[config.mk]
export PLATFORM = sky130hd
export DESIGN_NAME = fight_core
export DESIGN_NICKNAME = d
export VERILOG_FILES = /design/src/rtl/fight_core.sv
export SDC_FILE = /design/constraint.sdc
export NUM_CORES = 1
export LEC_CHECK = 0
export BUFFER_PORTS_ARGS = -buffer_cell sky130_fd_sc_hd__buf_2
export CORE_ASPECT_RATIO = 0.8
export CORE_MARGIN = 1.5
export CORE_UTILIZATION = 40
export CTS_BUF_LIST = sky130_fd_sc_hd__clkbuf_8 sky130_fd_sc_hd__clkbuf_16
export DETAILED_ROUTE_END_ITERATION = 7
export PLACE_DENSITY_LB_ADDON = 0.05
export SYNTH_ARGS = -nofsm -noshare
export SYNTH_HDL_FRONTEND = slang
export SYNTH_SLANG_ARGS = --single-unit
[constraint.sdc]
create_clock -name clk -period 9 [get_ports clk]
set_input_delay 0.9 -clock clk [delete_from_list [all_inputs] [get_ports clk]]
set_output_delay 0.9 -clock clk [all_outputs]
set_load 0.1 [all_outputs]
[src/rtl/fight_core.sv]
// Match state for the fight game: both health bars, player attack cooldown and
// timed block, the CPU wind-up/strike schedule, and win/lose/draw detection.
module fight_core #(
    parameter int HEALTH_W   = 8,
    parameter int MAX_HEALTH = 100,
    parameter int P_DMG      = 5,
    parameter int CPU_DMG    = 10,
    parameter int COOLDOWN   = 50000000,
    parameter int BLOCK_LEN  = 30000000,
    parameter int CPU_PERIOD = 100000000,
    parameter int WINDUP     = 25000000,
    parameter int CNT_W      = 28
) (
    input  logic                clk,
    input  logic                reset,
    input  logic [3:0]          keyboard_input,
    input  logic                key_valid,
    output logic [HEALTH_W-1:0] p1_health_out,
    output logic [HEALTH_W-1:0] cpu_health_out,
    output logic                cpu_isAttacking,
    output logic                p1_blocking,
    output logic [1:0]          hit_pulse,
    output logic [1:0]          game_state,
    output logic [1:0]          winner
);

    localparam logic [1:0] S_IDLE  = 2'd0;
    localparam logic [1:0] S_FIGHT = 2'd1;
    localparam logic [1:0] S_OVER  = 2'd2;

    localparam logic [3:0] KEY_ATK   = 4'd1;
    localparam logic [3:0] KEY_BLK   = 4'd2;
    localparam logic [3:0] KEY_START = 4'd3;

    localparam logic [HEALTH_W-1:0] H_MAX   = HEALTH_W'(MAX_HEALTH);
    localparam logic [HEALTH_W-1:0] H_PDMG  = HEALTH_W'(P_DMG);
    localparam logic [HEALTH_W-1:0] H_CDMG  = HEALTH_W'(CPU_DMG);
    localparam logic [HEALTH_W-1:0] H_ZERO  = '0;

    localparam logic [CNT_W-1:0] CD_LOAD  = CNT_W'(COOLDOWN - 1);
    localparam logic [CNT_W-1:0] BLK_LOAD = CNT_W'(BLOCK_LEN - 1);
    localparam logic [CNT_W-1:0] PER_LAST = CNT_W'(CPU_PERIOD - 1);
    localparam logic [CNT_W-1:0] WND_LAST = CNT_W'(WINDUP - 1);
    localparam logic [CNT_W-1:0] C_ZERO   = '0;
    localparam logic [CNT_W-1:0] C_ONE    = CNT_W'(1);

    logic [CNT_W-1:0] cd_cnt;
    logic [CNT_W-1:0] blk_cnt;
    logic [CNT_W-1:0] cpu_cnt;

    logic                in_fight;
    logic                key_atk, key_blk, key_start;
    logic                atk_ok, blk_ok, strike, p1_hit;
    logic [HEALTH_W-1:0] cpu_next, p1_next;
    logic                cpu_dead, p1_dead;

    assign in_fight  = (game_state == S_FIGHT);
    assign key_atk   = key_valid && (keyboard_input == KEY_ATK);
    assign key_blk   = key_valid && (keyboard_input == KEY_BLK);
    assign key_start = key_valid && (keyboard_input == KEY_START);

    // A block only protects if it was already up before the strike cycle.
    assign atk_ok = in_fight && key_atk && (cd_cnt == C_ZERO) && !p1_blocking;
    assign blk_ok = in_fight && key_blk && !p1_blocking;
    assign strike = in_fight && cpu_isAttacking && (cpu_cnt == WND_LAST);
    assign p1_hit = strike && !p1_blocking;

    assign cpu_next = !atk_ok ? cpu_health_out :
                      (cpu_health_out > H_PDMG) ? cpu_health_out - H_PDMG : H_ZERO;
    assign p1_next  = !p1_hit ? p1_health_out :
                      (p1_health_out > H_CDMG) ? p1_health_out - H_CDMG : H_ZERO;
    assign cpu_dead = (cpu_next == H_ZERO);
    assign p1_dead  = (p1_next == H_ZERO);

    always_ff @(posedge clk or posedge reset) begin
        if (reset) begin
            game_state      <= S_IDLE;
            winner          <= 2'd0;
            p1_health_out   <= H_MAX;
            cpu_health_out  <= H_MAX;
            cpu_isAttacking <= 1'b0;
            p1_blocking     <= 1'b0;
            hit_pulse       <= 2'b00;
            cd_cnt          <= C_ZERO;
            blk_cnt         <= C_ZERO;
            cpu_cnt         <= C_ZERO;
        end else begin
            hit_pulse <= {p1_hit, atk_ok};
            case (game_state)
                S_IDLE: begin
                    p1_health_out  <= H_MAX;
                    cpu_health_out <= H_MAX;
                    if (key_start) begin
                        game_state      <= S_FIGHT;
                        cpu_isAttacking <= 1'b0;
                        p1_blocking     <= 1'b0;
                        cd_cnt          <= C_ZERO;
                        blk_cnt         <= C_ZERO;
                        cpu_cnt         <= C_ZERO;
                    end
                end
                S_FIGHT: begin
                    p1_health_out  <= p1_next;
                    cpu_health_out <= cpu_next;

                    if (atk_ok)
                        cd_cnt <= CD_LOAD;
                    else if (cd_cnt != C_ZERO)
                        cd_cnt <= cd_cnt - C_ONE;

                    if (blk_ok) begin
                        p1_blocking <= 1'b1;
                        blk_cnt     <= BLK_LOAD;
                    end else if (p1_blocking) begin
                        if (blk_cnt == C_ZERO)
                            p1_blocking <= 1'b0;
                        else
                            blk_cnt <= blk_cnt - C_ONE;
                    end

                    // cpu_isAttacking doubles as the WAIT/WIND phase bit.
                    if (!cpu_isAttacking) begin
                        if (cpu_cnt == PER_LAST) begin
                            cpu_isAttacking <= 1'b1;
                            cpu_cnt         <= C_ZERO;
                        end else begin
                            cpu_cnt <= cpu_cnt + C_ONE;
                        end
                    end else begin
                        if (cpu_cnt == WND_LAST) begin
                            cpu_isAttacking <= 1'b0;
                            cpu_cnt         <= C_ZERO;
                        end else begin
                            cpu_cnt <= cpu_cnt + C_ONE;
                        end
                    end

                    // Last assignment wins: entering OVER freezes everything.
                    if (cpu_dead || p1_dead) begin
                        game_state      <= S_OVER;
                        winner          <= {p1_dead, cpu_dead};
                        cpu_isAttacking <= 1'b0;
                        p1_blocking     <= 1'b0;
                        cd_cnt          <= C_ZERO;
                        blk_cnt         <= C_ZERO;
                        cpu_cnt         <= C_ZERO;
                    end
                end
                S_OVER: begin
                    cpu_isAttacking <= 1'b0;
                    p1_blocking     <= 1'b0;
                    if (key_start) begin
                        game_state     <= S_FIGHT;
                        winner         <= 2'd0;
                        p1_health_out  <= H_MAX;
                        cpu_health_out <= H_MAX;
                        cd_cnt         <= C_ZERO;
                        blk_cnt        <= C_ZERO;
                        cpu_cnt        <= C_ZERO;
                    end
                end
                default: begin
                    game_state <= S_IDLE;
                end
            endcase
        end
    end

endmodule

==> flow_summary_export.csv <==
group,metric,value,unit
clock_tree,cts_resized,0,
global_routing,antenna_found_initial,0,
setup_path,cp.required,9.24,ns
synth,synth_nets,852,
sta,finalSetupViolCount,0,
sta,fmax,226,MHz
route,dr_total_vias,6519,
global_routing,gr-usage-met3,0.0423,
global_routing,grt_overflow,0,
synth,synth_seq_cells,108,
setup_path,critPathMaxStageDelay,0.93,ns
floorplanning,die_h,120,um
floorplanning,rows,42,
clock_tree,clock_latency,0.36,ns
route,drtIter0Drc,464,
setup_path,critical_path_class,"flop to flop",
pwr,power.total,2.08,mW
sta,worst_pin_slew,1.20,ns
outcome,status,"finished, final reports clean",
clock_tree,cts.clk_slew.worst_paths,0.08,ns
floorplanning,die_w,150,um
finish,fin_nets,863,
global_routing,met1_usage,0.315,
setup_path,arrival,4.67,ns
sta,rsz0062_at_grt,"false",
route,wl_per_cell,17.6,um
synth,synthArstFlopShare,1.00,
route,avgViaCountPerCell,6.10,
setup_path,cp_top_family,"simple AND/OR/NAND/NOR gates",
synth,syn_area,6870,um2
global_routing,grt_pass1_wl,31000,um
finish,layout-drive-gt1-share,0.0989,
sta,hold_viol,0,
floorplanning,initial_core_util,0.412,
clock_tree,h-tree-depth,3,
synth,synth_top_area_frac,0.371,
setup_path,worstPathBufferInverterCount,1,
global_routing,grt_util_met2,0.324,
clock_tree,cts_tree,"built",
global_routing,top_usage_layer,"met2",
sta,final.setup_skew,0.0111,ns
synth,ys_types,80,
pwr,powerDensity,276,nW/um2
floorplanning,core-area,16700,um2
clock_tree,postCtsHoldBufs,0,
pwr,p_leak,3.22,nW
global_routing,grt_max_degree,81,
synth,synth_edf_count,0,
synth,synthFlopType,"dfrtp_1",
setup_path,startpoint,"game_state[1]",
synth,synth_cells,833,
setup_path,start_kind,"flop",
synth,yosys.area.top_type,"dfrtp_1",
route,routed_wl,18800,um
min_path,min_from,"cd_cnt[26]",
setup_path,end_kind,"flop",
job,cap_violations,0,
synth,netlist_top_cells_area,"dfrtp_1, nand2_1, a21oi_1",
finish,antenna_cells,0,
clock_tree,root_buffer,"clkbuf_16",
sta,slew_headroom,0.196,
pwr,ir_drop,0.126,mV
setup_path,cp.depth,11,
route,drtAntennaViolNets,0,
sta,drv_slew,0,
setup_path,crit_chain,"inv_1, ha_1, nor2b_1, and3_1, nand4_2, or3_1, nand3b_1, a21oi_2, nor4_4, nand2_1, o41ai_1",
place,hpwl,12800,um
setup_path,timing.rr.start,"game_state[1]",
route,firstDrtPassIters,7,
global_routing,grt_usage,0.216,
clock_tree,cts_setup_buffers,0,
clock_tree,numCtsBuffers,9,
setup_path,crit_slowest_cell,"nor4_4",
setup_path,r2r_cells,11,
clock_tree,clock_sinks,108,
finish,syn_to_final_growth,9.69,%
place,numPortBuffers,30,
synth,seq_area_frac_synth,0.394,
floorplanning,pin_count,31,
sta,fin_tns_setup,0,ns
route,drc,0,
finish,fillers,1676,
sta,layout_min_cycle_time,4.43,ns
floorplanning,die_area,18000,um2
min_path,hold_path_class,"flop to flop",
synth,ys_warn_count,0,
sta,finalCritPeriodShare,0.492,
global_routing,grt_pass1_vias,5915,
finish,final_cell_mix,"nand2_1, dfrtp_1, nor2_1",
synth,synth_area_per_cell,8.25,um2
finish,final_common_cell,"nand2_1",
place,gp_congestion,0.852,
setup_path,path_max_fanout,22,
clock_tree,clk_path_buf_depth,2,
min_path,hold_depth,1,
## kinds of logic after synthesis
group                      count (synthesis)  share of synthesized area
xor gates and xnor gates                   3                    0.00382
muxes                                      7                     0.0107
buffers and inverters                     66                     0.0393
and+or+nand+nor                          389                      0.300
AOI/OAI and AO/OA                        248                      0.229
DFF                                      108                      0.394
adders and majority gates                 12                     0.0218
## flip-flops by register name (all words and copies together) (netlist names)
name / count
p1_health_out: 8
hit_pulse: 2
winner: 2
cpu_isAttacking: 1
p1_blocking: 1
game_state: 2
blk_cnt: 28
cpu_health_out: 8
cd_cnt: 28
cpu_cnt: 28
## Yosys cell counts, types with 11 or more instances
| cell | number |
|---|---|
| nor2_1 | 68 |
| a31oi_1 | 38 |
| buf_2 | 11 |
| nand4_1 | 19 |
| ha_1 | 12 |
| dfrtp_1 | 102 |
| a21oi_1 | 66 |
| nor3_1 | 30 |
| clkbuf_1 | 20 |
| nand2_1 | 104 |
| o21ai_0 | 50 |
| or3_1 | 22 |
| and3_1 | 16 |
| nand3_1 | 39 |
| o22a_1 | 13 |
| inv_1 | 30 |
| nor4_1 | 19 |
## per-stage QoR
stage / setup slack, ns / std cells / instance area, um2 / util / hold WS, ns
finish: 4.57 / 1069 / 7540 / 0.452 / 0.513
global route: 4.22 / 1069 / 7540 / 0.452 / 0.549
CTS: 4.57 / 1069 / 7540 / 0.452 / 0.515
detailed placement: 4.59 / 1053 / 7200 / 0.432 / 0.503
global placement: 4.74 / 1053 / 7200 / 0.432 / 0.490
floorplan: 5.26 / 833 / 6870 / - / 0.470
## power breakdown
part | switching, mW | internal [mW] | leakage, nW
clock | 0.191 | 0.260 | 0.158
combinational | 0.653 | 0.298 | 1.60
sequential | 0.106 | 0.573 | 1.46
## final timing paths
check                               endpoint  slack [ns]
setup / recovery                 blk_cnt[18]        4.57
hold / removal                    cd_cnt[26]        0.51
setup reg to reg                 blk_cnt[18]        4.57
hold reg to reg                   cd_cnt[26]        0.51
max in group asynchronous  cpu_health_out[7]        7.09
min in group asynchronous        blk_cnt[15]        0.52
## layer usage
layer  up-vias  part of all wire
li1       3142                 -
met1      3193              0.50
met2       173              0.45
met3        11             0.047
met4         0            0.0086
met5         -                 0
## cell type report
cell class                      instances  area [um2]  share of cell area
Inverter                               30         115              0.0153
Tap cell                              220         275              0.0365
Sequential cell                       108        2710               0.360
Clock inverter                          5        83.8              0.0111
Multi-Input combinational cell        659        3910               0.518
Clock buffer                           11         253              0.0335
Timing Repair Buffer                   36         195              0.0259
## worst reg2reg max path, delay by kind of cell, from the launching register on
family	cells	cell delay, ns
DFF	1	0.41
buffers and inverters	1	0.11
and+or+nand+nor	7	2.66
adders and majority gates	1	0.68
AOI/OAI and AO/OA	2	0.45
Note: power is estimated with default switching activity, not from simulation.
